<file path="src/rtl/alu_pkg.sv">
// rtl/alu_pkg.sv - shared ALU op codes, widths and compare classification
package alu_pkg;

  localparam int DATA_WIDTH_DEF     = 32;
  localparam int REG_ADDR_WIDTH_DEF = 4;
  localparam int CTRL_WIDTH_DEF     = 3;

  localparam logic [CTRL_WIDTH_DEF-1:0] ALU_ID  = 3'd0;
  localparam logic [CTRL_WIDTH_DEF-1:0] ALU_ADD = 3'd1;
  localparam logic [CTRL_WIDTH_DEF-1:0] ALU_SUB = 3'd2;
  localparam logic [CTRL_WIDTH_DEF-1:0] ALU_EQ  = 3'd3;
  localparam logic [CTRL_WIDTH_DEF-1:0] ALU_LE  = 3'd4;
  localparam logic [CTRL_WIDTH_DEF-1:0] ALU_GE  = 3'd5;

  // Compare ops produce a single-bit condition, never a register result
  function automatic logic is_cmp(input logic [CTRL_WIDTH_DEF-1:0] ctrl);
    return (ctrl == ALU_EQ) || (ctrl == ALU_LE) || (ctrl == ALU_GE);
  endfunction

endpackage

</file>
<file path="src/rtl/reg_file.sv">
// rtl/reg_file.sv - general-purpose register file, 2 async reads, 1 sync write, r0 fixed at zero
module reg_file
  import alu_pkg::*;
#(
  parameter int DATA_WIDTH = DATA_WIDTH_DEF,
  parameter int ADDR_WIDTH = REG_ADDR_WIDTH_DEF
) (
  input  logic                  clk,
  input  logic                  rstn,
  input  logic [ADDR_WIDTH-1:0] raddr0,
  output logic [DATA_WIDTH-1:0] rdata0,
  input  logic [ADDR_WIDTH-1:0] raddr1,
  output logic [DATA_WIDTH-1:0] rdata1,
  input  logic                  we,
  input  logic [ADDR_WIDTH-1:0] waddr,
  input  logic [DATA_WIDTH-1:0] wdata
);

  localparam int DEPTH = 1 << ADDR_WIDTH;

  logic [DATA_WIDTH-1:0] mem [DEPTH];

  // Write port; r0 is never written so it stays zero after reset
  always_ff @(posedge clk or negedge rstn) begin
    if (!rstn) begin
      for (int i = 0; i < DEPTH; i++) mem[i] <= '0;
    end else if (we && (waddr != '0)) begin
      mem[waddr] <= wdata;
    end
  end

  // Read ports decode r0 explicitly so it reads zero regardless of storage
  assign rdata0 = (raddr0 == '0) ? '0 : mem[raddr0];
  assign rdata1 = (raddr1 == '0) ? '0 : mem[raddr1];

endmodule

</file>
<file path="src/rtl/alu_operand_stage.sv">
// rtl/alu_operand_stage.sv - operand fetch, ALU input register and writeback/compare stage
module alu_operand_stage
  import alu_pkg::*;
#(
  parameter int DATA_WIDTH     = DATA_WIDTH_DEF,
  parameter int REG_ADDR_WIDTH = REG_ADDR_WIDTH_DEF,
  parameter int CTRL_WIDTH     = CTRL_WIDTH_DEF
) (
  input  logic                      clk,
  input  logic                      rstn,
  input  logic                      instr_valid,
  output logic                      instr_ready,
  input  logic [CTRL_WIDTH-1:0]     instr_ctrl,
  input  logic                      instr_in0_is_imm,
  input  logic [DATA_WIDTH-1:0]     instr_imm,
  input  logic [REG_ADDR_WIDTH-1:0] instr_rs0,
  input  logic [REG_ADDR_WIDTH-1:0] instr_rs1,
  input  logic [REG_ADDR_WIDTH-1:0] instr_rd,
  input  logic                      instr_wr_en,
  output logic [CTRL_WIDTH-1:0]     alu_ctrl,
  output logic [DATA_WIDTH-1:0]     alu_in0,
  output logic [DATA_WIDTH-1:0]     alu_in1,
  input  logic [DATA_WIDTH-1:0]     alu_out,
  output logic                      cmp_valid,
  input  logic                      cmp_ready,
  output logic                      cmp_result
);

  logic                      ex_valid;
  logic                      ex_wr;
  logic                      ex_is_cmp;
  logic [REG_ADDR_WIDTH-1:0] ex_rd;

  logic                      ex_retire;
  logic                      accept;
  logic                      acc_is_cmp;
  logic                      ex_fwd_src;
  logic                      fwd0;
  logic                      fwd1;
  logic                      rf_we;
  logic [DATA_WIDTH-1:0]     rf_rdata0;
  logic [DATA_WIDTH-1:0]     rf_rdata1;
  logic [DATA_WIDTH-1:0]     opnd0;
  logic [DATA_WIDTH-1:0]     opnd1;

  // A compare in EX cannot leave while an older compare result is still unacknowledged
  assign ex_retire   = ex_valid & ~(ex_is_cmp & cmp_valid & ~cmp_ready);
  assign instr_ready = ~ex_valid | ex_retire;
  assign accept      = instr_valid & instr_ready;
  assign acc_is_cmp  = is_cmp(instr_ctrl);

  // EX result is forwardable only when it is a register-writing arithmetic op
  assign ex_fwd_src = ex_valid & ex_wr & ~ex_is_cmp;
  assign fwd0       = ex_fwd_src & (ex_rd == instr_rs0) & (instr_rs0 != '0);
  assign fwd1       = ex_fwd_src & (ex_rd == instr_rs1) & (instr_rs1 != '0);

  assign rf_we = ex_retire & ex_wr & ~ex_is_cmp;

  reg_file #(
    .DATA_WIDTH (DATA_WIDTH),
    .ADDR_WIDTH (REG_ADDR_WIDTH)
  ) u_reg_file (
    .clk    (clk),
    .rstn   (rstn),
    .raddr0 (instr_rs0),
    .rdata0 (rf_rdata0),
    .raddr1 (instr_rs1),
    .rdata1 (rf_rdata1),
    .we     (rf_we),
    .waddr  (ex_rd),
    .wdata  (alu_out)
  );

  // Operand select: immediate, then forwarded EX result, then register file
  always_comb begin
    opnd0 = rf_rdata0;
    opnd1 = rf_rdata1;
    if (instr_in0_is_imm) opnd0 = instr_imm;
    else if (fwd0)        opnd0 = alu_out;
    if (fwd1)             opnd1 = alu_out;
  end

  // EX register: load on accept, otherwise drain on retire; ALU inputs hold while stalled
  always_ff @(posedge clk or negedge rstn) begin
    if (!rstn) begin
      ex_valid  <= 1'b0;
      ex_wr     <= 1'b0;
      ex_is_cmp <= 1'b0;
      ex_rd     <= '0;
      alu_ctrl  <= '0;
      alu_in0   <= '0;
      alu_in1   <= '0;
    end else if (accept) begin
      ex_valid  <= 1'b1;
      ex_wr     <= instr_wr_en & ~acc_is_cmp;
      ex_is_cmp <= acc_is_cmp;
      ex_rd     <= instr_rd;
      alu_ctrl  <= instr_ctrl;
      alu_in0   <= opnd0;
      alu_in1   <= opnd1;
    end else if (ex_retire) begin
      ex_valid  <= 1'b0;
    end
  end

  // Compare output slot: a retiring compare refills it even in the cycle it is consumed
  always_ff @(posedge clk or negedge rstn) begin
    if (!rstn) begin
      cmp_valid  <= 1'b0;
      cmp_result <= 1'b0;
    end else if (ex_retire & ex_is_cmp) begin
      cmp_valid  <= 1'b1;
      cmp_result <= alu_out[0];
    end else if (cmp_ready) begin
      cmp_valid  <= 1'b0;
    end
  end

endmodule

</file>
<file path="config.mk">
export PLATFORM = sky130hd
export DESIGN_NAME = alu_operand_stage
export DESIGN_NICKNAME = d
export VERILOG_FILES = /design/src/rtl/alu_pkg.sv /design/src/rtl/reg_file.sv /design/src/rtl/alu_operand_stage.sv
export SDC_FILE = /design/constraint.sdc
export NUM_CORES = 1
export LEC_CHECK = 0
export ABC_AREA = 0
export CORE_MARGIN = 1
export CORE_UTILIZATION = 29
export CTS_CLUSTER_DIAMETER = 60
export DETAILED_ROUTE_END_ITERATION = 7
export GPL_TIMING_DRIVEN = 0
export PLACE_DENSITY_LB_ADDON = 0.15
export SETUP_SLACK_MARGIN = 0.15
export SKIP_CTS_REPAIR_TIMING = 1
export SLEW_MARGIN = 30
export SYNTH_ARGS = -nofsm -noshare
export SYNTH_HDL_FRONTEND = slang
export SYNTH_SLANG_ARGS = --single-unit
</file>
<file path="constraint.sdc">
create_clock -name clk -period 5.3 [get_ports clk]
set_clock_uncertainty 0.2 [all_clocks]
set_input_delay 1.325 -clock clk [delete_from_list [all_inputs] [get_ports clk]]
set_output_delay 1.325 -clock clk [all_outputs]
set_load 0.05 [all_outputs]
</file>
==> results.tsv, run 1 <==
stage	metric	value	unit
clock_network	cts_root_buf	clkbuf_16	
finish	synthToLayoutAreaGrowth	20.0	%
setup_path	worstSetupStartpoint	cmp_ready	
routing	viasPerCell	5.58	
finish	final_cells	3821	
setup_path	r2r_start	ex_rd[3]	
setup_path	cp.arrival	2.96	ns
yosys	synth_common_cells	dfrtp_1, mux2_2, mux4_2	
placement	io_buffer_count	149	
power_and_ir_drop	p_sw_frac	0.291	
clock_network	clock-sinks	588	
power_and_ir_drop	p_per_area	385	nW/µm²
power_and_ir_drop	power_switching	4.09	mW
power_and_ir_drop	seqPwrFrac	0.408	
sta	finalHoldViolCount	0	
power_and_ir_drop	p_clk_frac	0.386	
job	cap_viol_max_count	0	
sta	fmax	223	MHz
yosys	netlist_area	30400	µm²
routing	post_drt_wl_per_cell	30.8	µm
finish	multi_input_area	14500	µm²
setup_path	cp_max_fo	5	
setup_path	crit_chain	clkdlybuf4s50_1, nand4b_2, clkdlybuf4s50_1	
yosys	yosysMostFrequentCell	dfrtp_1	
yosys	syn_area_per_cell	14.2	µm²
global_routing	grt_max_degree	86	
sta	finalCriticalPeriod	4.48	ns
clock_network	cts.htree.levels	3	
finish	layout-drive-gt1-share	0.386	
setup_path	worstPathRequired	3.77	ns
setup_path	slowest_delay	0.81	ns
finish	seq_area	14700	µm²
setup_path	start_kind	primary input	
yosys	synth_ff_type	dfrtp_1	
placement	placed_cells	3680	
worst_hold_path	hold_class	register to register	
power_and_ir_drop	p_leak	15.7	nW
setup_path	path_common_cell	clkdlybuf4s50_1	
floorplan	initial_core_util	0.293	
yosys	yosysWarnings	0	
placement	dp_hpwl	78500	µm
finish	finalInstanceArea	36500	µm²
global_routing	grt_first_pass_wirelength	168000	µm
sta	grt_setup_unrepaired	false	
routing	wirelength	118000	µm
finish	fillers	9938	
finish	num-nets-final	2464	
routing	detail-route-antenna-nets	0	
clock_network	cts_buffers	77	
yosys	postSynth.asyncResetShare	1.00	
routing	vias	21329	
placement	place_area	33900	µm²
yosys	synth_seq_cells	588	
power_and_ir_drop	p_int	9.98	mW
floorplan	fp.coreArea	104000	µm²
global_routing	antenna_found_initial	5	
clock_network	cts.clk_slew.worst_paths	0.05	ns
floorplan	die_h	326	µm
sta	maxSlewViolCount	0	
yosys	yosysTopAreaCell	dfrtp_1	
routing	drt_iter0_drc	1858	
sta	tightest_slew	1.09	ns
run_status	status	complete, no violations	
yosys	yosysSeqAreaShare	0.484	
yosys	synthCells	2143	
setup_path	worst-setup-path-type	primary input to primary output	
sta	hold_ws	0.278	ns
yosys	synth.distinct_cells	48	
floorplan	dieArea	106000	µm²
power_and_ir_drop	peakVddDrop	0.219	mV
clock_network	clockBufferDepth	3	
worst_hold_path	worstHoldStart	u_reg_file.mem[504]	
floorplan	num_io_pins	155	
clock_network	insertion_delay	0.64	ns
floorplan	rows	118	
yosys	synth_edf_count	0	
setup_path	worstSetupEndpointType	primary output	
routing	first_pass_iters	7	
clock_network	cts_tree	built	
routing	drc	0	
yosys	netlist_top_cells_area	dfrtp_1, mux2_2, mux4_2	
global_routing	grt-ovfl-total	0	
power_and_ir_drop	power	14.1	mW
setup_path	worst_path_max_delay_cell	clkdlybuf4s50_1	
floorplan	die_x	326	µm
global_routing	gr-usage-all-layers	0.221	
yosys	synth_top_area_frac	0.484	
power_and_ir_drop	p_comb_frac	0.206	
global_routing	grt_pass1_vias	22518	
sta	setup_viol	0	
sta	relSlewSlack	0.274	
placement	gp_congestion	0.826	
yosys	syn-num-nets	2228	
sta	final.period_utilization	0.845	
sta	finalSetupTns	0	ns
==> per-layer routing <==
metal,track usage,wire (µm),up-vias
met1,0.306,52300,11562
met5,0,23,-
li1,-,-,8748
met4,0.0773,3510,4
met2,0.348,54700,817
met3,0.0395,7290,198
==> cells by family (layout without fill, tap and decap cells) <==
family                    after synthesis  after routing  share of synthesized area
AOI/OAI and AO/OA                     356            356                     0.0840
xor gates and xnor gates                7              7                    0.00202
buffers and inverters                 243            540                     0.0389
DFF                                   588            588                      0.484
muxes                                 802            802                      0.365
other                                   0              1                          0
and+or+nand+nor                       147            147                     0.0263
==> sequential cells by signal, indices dropped and copies added (netlist names) <==
signal	cells
alu_in0	32
ex_rd	4
ex_wr	1
cmp_valid	1
alu_in1	32
cmp_result	1
alu_ctrl	3
ex_valid	1
ex_is_cmp	1
u_reg_file.mem	512
==> layout make-up <==
cell class / instances / share of cell area
flip-flops and latches: 588 / 0.403
multi-input cells: 1312 / 0.398
clock buffers: 114 / 0.0616
well taps: 1380 / 0.0473
repair buffers: 157 / 0.0470
plain buffers: 241 / 0.0330
clock inverters: 26 / 0.0102
inverters: 2 / 0.000206
diodes: 1 / 0.0000685
==> power by group through the flow <==
stage                     clock network (mW)  logic, mW  registers (mW)
after floorplan                            0       1.67            5.94
after global routing                    5.74       3.08            5.83
final                                   5.43       2.90            5.75
after detailed placement                   0       2.91            5.80
after CTS                               5.56       2.92            5.73
after global placement                     0       2.83            5.77
==> through the flow <==
stage	util	setup WS, ns
global placement	0.324	-24.46
global route	0.352	0.800
detailed placement	0.327	0.512
floorplan	-	1.98
CTS	0.352	0.843
finish	0.352	0.819
==> worst paths after layout <==
kind | end | slack [ns] | cells after the start
worst max register to register | alu_in1[1] | 2.16 | 6
worst min register to register | u_reg_file.mem[504] | 0.28 | 1
max in group asynchronous | u_reg_file.mem[495] | 2.71 | 5
min in group asynchronous | alu_in0[6] | 0.39 | 1
worst min-delay path | u_reg_file.mem[504] | 0.28 | 1
worst max-delay path | instr_ready | 0.82 | 3
==> worst max-delay path, delay by kind of cell <==
family | cells | cell delay (ns)
simple gates | 1 | 0.40
buf+inv | 2 | 1.23
==> layout by cell type (no fill, tap or decap), types with 33 or more instances in the layout <==
cell type	instances
mux2i_1	65
mux2_1	70
mux4_2	192
o22ai_1	64
buf_2	73
dfrtp_1	588
o21ai_0	55
a22oi_1	62
clkbuf_16	80
a22o_1	65
mux2_2	475
clkbuf_1	128
clkdlybuf4s50_1	148
nand2_1	66
and3_1	33
Power figures use the tool's default switching activity.
==> run 2, diff against run 1 <==
==> constraint.sdc (replaced) <==
create_clock -name clk -period 4.4 [get_ports clk]
set_clock_uncertainty 0.2 [all_clocks]
set_input_delay 1.1 -clock clk [delete_from_list [all_inputs] [get_ports clk]]
set_output_delay 1.1 -clock clk [all_outputs]
set_load 0.05 [all_outputs]
==> results of run 2 <==
Same layout as run 1 (identical final DEF). Status: complete, no violations.
Main changes from that run: setup slack after placement 0.512 ns -> -0.163 ns; clock-pin slew on the worst setup and hold paths 0.05 ns -> 0.06 ns; setup slack after layout 0.819 ns -> 0.369 ns; hold slack 0.278 ns -> 0.162 ns; register-to-register setup slack 2.16 ns -> 1.26 ns; total power 14.1 mW -> 17.0 mW; worst IR drop on VDD 0.219 mV -> 0.264 mV
==> run 3, diff against run 2 <==
--- a/config.mk
+++ b/config.mk
@@ -5,7 +5,6 @@
 export SDC_FILE = /design/constraint.sdc
 export NUM_CORES = 1
 export LEC_CHECK = 0
-export ABC_AREA = 0
 export CORE_MARGIN = 1
 export CORE_UTILIZATION = 29
 export CTS_CLUSTER_DIAMETER = 60
==> results of run 3 <==
Same layout as run 1 (identical final DEF). Status: complete, no violations.
Main changes from that run: setup slack after placement 0.512 ns -> -0.163 ns; clock-pin slew on the worst setup and hold paths 0.05 ns -> 0.06 ns; setup slack after layout 0.819 ns -> 0.369 ns; hold slack 0.278 ns -> 0.162 ns; register-to-register setup slack 2.16 ns -> 1.26 ns; total power 14.1 mW -> 17.0 mW; worst IR drop on VDD 0.219 mV -> 0.264 mV
==> patch 1: new RTL, flow settings as in run 3 <==
`CTRL_WIDTH_DEF`: 3 -> 6.
--- a/src/rtl/alu_pkg.sv
+++ b/src/rtl/alu_pkg.sv
@@ -3,7 +3,7 @@
 
   localparam int DATA_WIDTH_DEF     = 32;
   localparam int REG_ADDR_WIDTH_DEF = 4;
-  localparam int CTRL_WIDTH_DEF     = 3;
+  localparam int CTRL_WIDTH_DEF     = 6;
 
   localparam logic [CTRL_WIDTH_DEF-1:0] ALU_ID  = 3'd0;
   localparam logic [CTRL_WIDTH_DEF-1:0] ALU_ADD = 3'd1;
Interface: changed (resized alu_ctrl and instr_ctrl); port bits go from 155 to 161. No check against the original RTL was run, so the function may have changed too.
==> patch 1 against run 3 <==
Critical endpoint is now alu_in1[19]; largest power group unchanged; routed wire length down 4.9%; worst hold slack better by 0.046 ns; sequential cell count up 3; setup slack worse by 0.090 ns; total power up 11%; combinational power up 23%; global-route usage down 1.1 points; cell count up 2.3%; cell area up 1.3%; non-clock buffer count up 13; via count down 0.38%; area after synthesis up 0.76%.
==> patch 1: results (changes against run 3) <==
.. list-table::
   :header-rows: 1

   * - Metric
     - Value
   * - Cell Count, Final, Fillers Out
     - 3909 (+2.3%)
   * - Number of CTS-inserted buffers
     - 82 (+6.5%)
   * - Vias per std cell
     - 5.436 (-2.6%)
   * - Total length of routed met3 wires
     - 5591 um (-23%)
   * - Input/output buffers
     - 155 (+4.0%)
   * - Total of fill cells in the finished design
     - 10100 (+1.6%)
   * - Number of global-route vias before repair
     - 22940 (+1.9%)
   * - RD Place Congestion
     - 0.8539 (+3.4%)
   * - Clk_lat worst skew
     - 0.67 ns (+0.03 ns)
   * - Syn_nets
     - 2308 (+3.6%)
   * - Detailed-routed wire length on met2
     - 53340 um (-2.4%)
   * - Wire length per cell after detailed routing
     - 28.65 um (-7.1%)
   * - Post-Place Worst Slack
     - -0.3155 ns (-0.1526 ns)
   * - Status
     - finished, final reports clean
   * - Initial detailed-routing violation count
     - 1468 (-21%)
   * - Gr usage total
     - 21.02% (-1.1 points)
   * - Crit-path slowest cell
     - sky130_fd_sc_hd__clkbuf_1
   * - Number of nets in the final layout
     - 2555 (+3.7%)
   * - CP arrival
     - 4.50 ns (+1.77 ns)
   * - Netlist cell types
     - 45 (-6.3%)
   * - Biggest area contributors in the synthesized netlist
     - sky130_fd_sc_hd__dfrtp_1, sky130_fd_sc_hd__mux2_2, sky130_fd_sc_hd__mux4_2, sky130_fd_sc_hd__mux2i_1, sky130_fd_sc_hd__a22o_1
   * - Sequential share of the synthesized area
     - 48.24% (-0.12 points)
   * - Maximum resistive drop on vdd
     - 0.2727 mV (+3.1%)
   * - Synthesized netlist cell count
     - 2220 (+3.6%)
   * - Parity-gate share of the synthesized area counting xor and xnor cells
     - 0.2000% (-0.0015 points)
   * - Largest net degree at the start of global routing
     - 87 (+1.2%)
[patch 1: worst paths after layout]
kind | from | endpoint | slack, ns | depth (start not counted)
min in group clk | u_reg_file.mem[480] | u_reg_file.mem[480] | 0.28 | 1
max in group asynchronous | rstn | alu_in1[18] | 2.07 | 4
hold / removal | rstn | u_reg_file.mem[422] | 0.21 | 1
setup reg to reg | ex_valid | alu_in0[15] | 1.25 | 6
setup / recovery | instr_rs1[1] | alu_in1[19] | 0.28 | 7
hold reg to reg | u_reg_file.mem[480] | u_reg_file.mem[480] | 0.28 | 1
[patch 1: report_power, final]
part | switching (uW) | internal [uW] | total [uW]
sequential | 922 | 6710 | 7630
combinational | 1980 | 2320 | 4300
clock | 2680 | 4240 | 6920
[patch 1: layout make-up]
cell class	instances	area share, %
diodes	3	0.02029
plain buffers	248	2.928
clock buffers	105	5.999
clock inverters	38	1.576
inverters	3	0.03043
multi-input cells	1378	40.06
flip-flops and latches	591	39.97
well taps	1380	4.666
repair buffers	163	4.758
==> patch 2: new RTL, flow settings as in run 3 <==
Without the edit above. Reset style: synchronous (`rstn`), changed in 3 clocked blocks. Comments in the files are not updated.
--- a/src/rtl/reg_file.sv
+++ b/src/rtl/reg_file.sv
@@ -21,7 +21,7 @@
   logic [DATA_WIDTH-1:0] mem [DEPTH];
 
   // Write port; r0 is never written so it stays zero after reset
-  always_ff @(posedge clk or negedge rstn) begin
+  always_ff @(posedge clk) begin
     if (!rstn) begin
       for (int i = 0; i < DEPTH; i++) mem[i] <= '0;
     end else if (we && (waddr != '0)) begin
--- a/src/rtl/alu_operand_stage.sv
+++ b/src/rtl/alu_operand_stage.sv
@@ -81,7 +81,7 @@
   end
 
   // EX register: load on accept, otherwise drain on retire; ALU inputs hold while stalled
-  always_ff @(posedge clk or negedge rstn) begin
+  always_ff @(posedge clk) begin
     if (!rstn) begin
       ex_valid  <= 1'b0;
       ex_wr     <= 1'b0;
@@ -104,7 +104,7 @@
   end
 
   // Compare output slot: a retiring compare refills it even in the cycle it is consumed
-  always_ff @(posedge clk or negedge rstn) begin
+  always_ff @(posedge clk) begin
     if (!rstn) begin
       cmp_valid  <= 1'b0;
       cmp_result <= 1'b0;
Formal check against the unedited RTL: differs if rstn is asserted again (counterexample within 4 cycles, from zero or initial values and one cycle with rstn low); with rstn held inactive, the same outputs for 4 cycles.
==> patch 2 against run 3 <==
Routed wire length down 0.64%; count of clock-buffer cells in the layout is 4 lower; area after synthesis decreased by 1.1%; non-clock buffer count fell by 1; total power fell by 14%; critical endpoint is now u_reg_file.mem[13][12]; largest cell class unchanged; setup slack lost 0.30 ns; cell area is 1.0% higher; worst hold slack improved by 0.11 ns; sequential cell count unchanged.
==> patch 2: results (changes against run 3) <==
.. list-table::
   :header-rows: 1

   * - Metric
     - Value
   * - Worst reg-to-reg setup slack
     - 1.04 ns (-0.22 ns)
   * - Antenna violations before repair
     - 4 (-1)
   * - Largest net degree at the start of global routing
     - 32 (-63%)
   * - Worst path setup slack after routing
     - 0.06902 ns (-0.3003 ns)
   * - Post-placement cell area
     - 34310 um2 (+1.2%)
   * - Share of layout cells above drive strength 1
     - 17.27% (-21 points)
   * - Headroom to the max-slew limit
     - 27.74% (+0.37 points)
   * - Reported leakage power
     - 0.01309 uW (-17%)
   * - Hpwl dp
     - 83760 um (+6.7%)
   * - Fraction of met1 tracks used by global routing
     - 28.57% (-2.1 points)
   * - R2R Path End
     - u_reg_file.mem[2][28]
   * - Status
     - finished, final reports clean
   * - Netlist cell types
     - 43 (-10%)
   * - Worst Hold Class
     - flip-flop to flip-flop
   * - Mux share of post-synthesis cell area
     - 18.69% (-18 points)
   * - Gr usage total
     - 22.35% (+0.21 points)
   * - Critical-path maximum fanout
     - 10 (+5)
   * - Met2 track utilization from global routing
     - 37.59% (+2.8 points)
   * - Cell Count, Final, Fillers Out
     - 3853 (+0.84%)
   * - Crit-path slowest cell
     - sky130_fd_sc_hd__nor2_1
   * - Most common library cells after synthesis
     - sky130_fd_sc_hd__edfxtp_1, sky130_fd_sc_hd__and2_1, sky130_fd_sc_hd__mux4_2
   * - Input/output buffers
     - 150 (+0.67%)
   * - Hold WS
     - 0.2711 ns (+0.1089 ns)
   * - Worst r2r src
     - ex_valid
   * - Total Wirelength
     - 117100 um (-0.64%)
   * - Sequential share of the synthesized area
     - 56.15% (+7.8 points)
   * - Biggest area contributors in the synthesized netlist
     - sky130_fd_sc_hd__edfxtp_1, sky130_fd_sc_hd__mux4_2, sky130_fd_sc_hd__and2_1, sky130_fd_sc_hd__dfxtp_1, sky130_fd_sc_hd__mux2i_1
   * - Number of nets in the final layout
     - 2509 (+1.8%)
   * - Via count
     - 20720 (-2.8%)
   * - GR Util met3
     - 4.832% (+0.88 points)
   * - Initial detailed-routing violation count
     - 2046 (+10%)
   * - Number of enable-type register cells in the synthesized netlist
     - 512 (+512)
## patch 2: changes by cell type after synthesis, sizes merged, moves of 33 or more
| cell | change |
|---|---|
| dfrtp | -588 |
| mux2 | -545 |
| edfxtp | +512 |
| and2 | +480 |
| dfxtp | +76 |
| a21oi | +72 |
| a22oi | +67 |
| a22o | -65 |
| mux2i | +65 |
| buf | -48 |
| o211ai | +33 |
## patch 2: cells by family after synthesis
family | after synthesis
DFF | 588
AOI/OAI and AO/OA | 378
buffers and inverters | 220
and+or+nand+nor | 619
muxes | 322
other | 1
xor gates and xnor gates | 8
## patch 2: critical path: cells and delay by family
kind,cells,cell delay (ns)
simple gates,4,1.45
buf+inv,4,2.03
## patch 2: how the worst max path moves through the flow
stage,slack (ns),end
4_1_cts,0.02,instr_ready
3_5_place_dp,-0.48,u_reg_file.mem[12][14]
3_3_place_gp,-4.72,u_reg_file.mem[15][14]
5_1_grt,0.01,u_reg_file.mem[13][16]
2_1_floorplan,-0.41,u_reg_file.mem[6][0]
6_report,0.07,u_reg_file.mem[13][12]
## patch 2: layout make-up
class | instances | area, um2
clock inverters | 27 | 354.1
diodes | 1 | 2.502
clock buffers | 110 | 2193
inverters | 3 | 11.26
plain buffers | 217 | 1154
well taps | 1368 | 1712
repair buffers | 180 | 2220
flip-flops and latches | 588 | 16900
multi-input cells | 1359 | 12340
fillers | 9795 | 65440
## patch 2: per-layer routing
metal	part of all wire, %	routed length, um	vias to the layer above
li1	-	-	8813
met1	41	48160	10930
met2	49	56940	831
met3	7.5	8757	149
met4	2.8	3222	0
met5	0	0	-
## patch 2: where the power goes
part           internal [uW]  switching (uW)  leakage [uW]
clock network           3930            2510       0.00123
logic                    679            1080       0.00592
registers               6270             115       0.00594
total                  10900            3710        0.0131
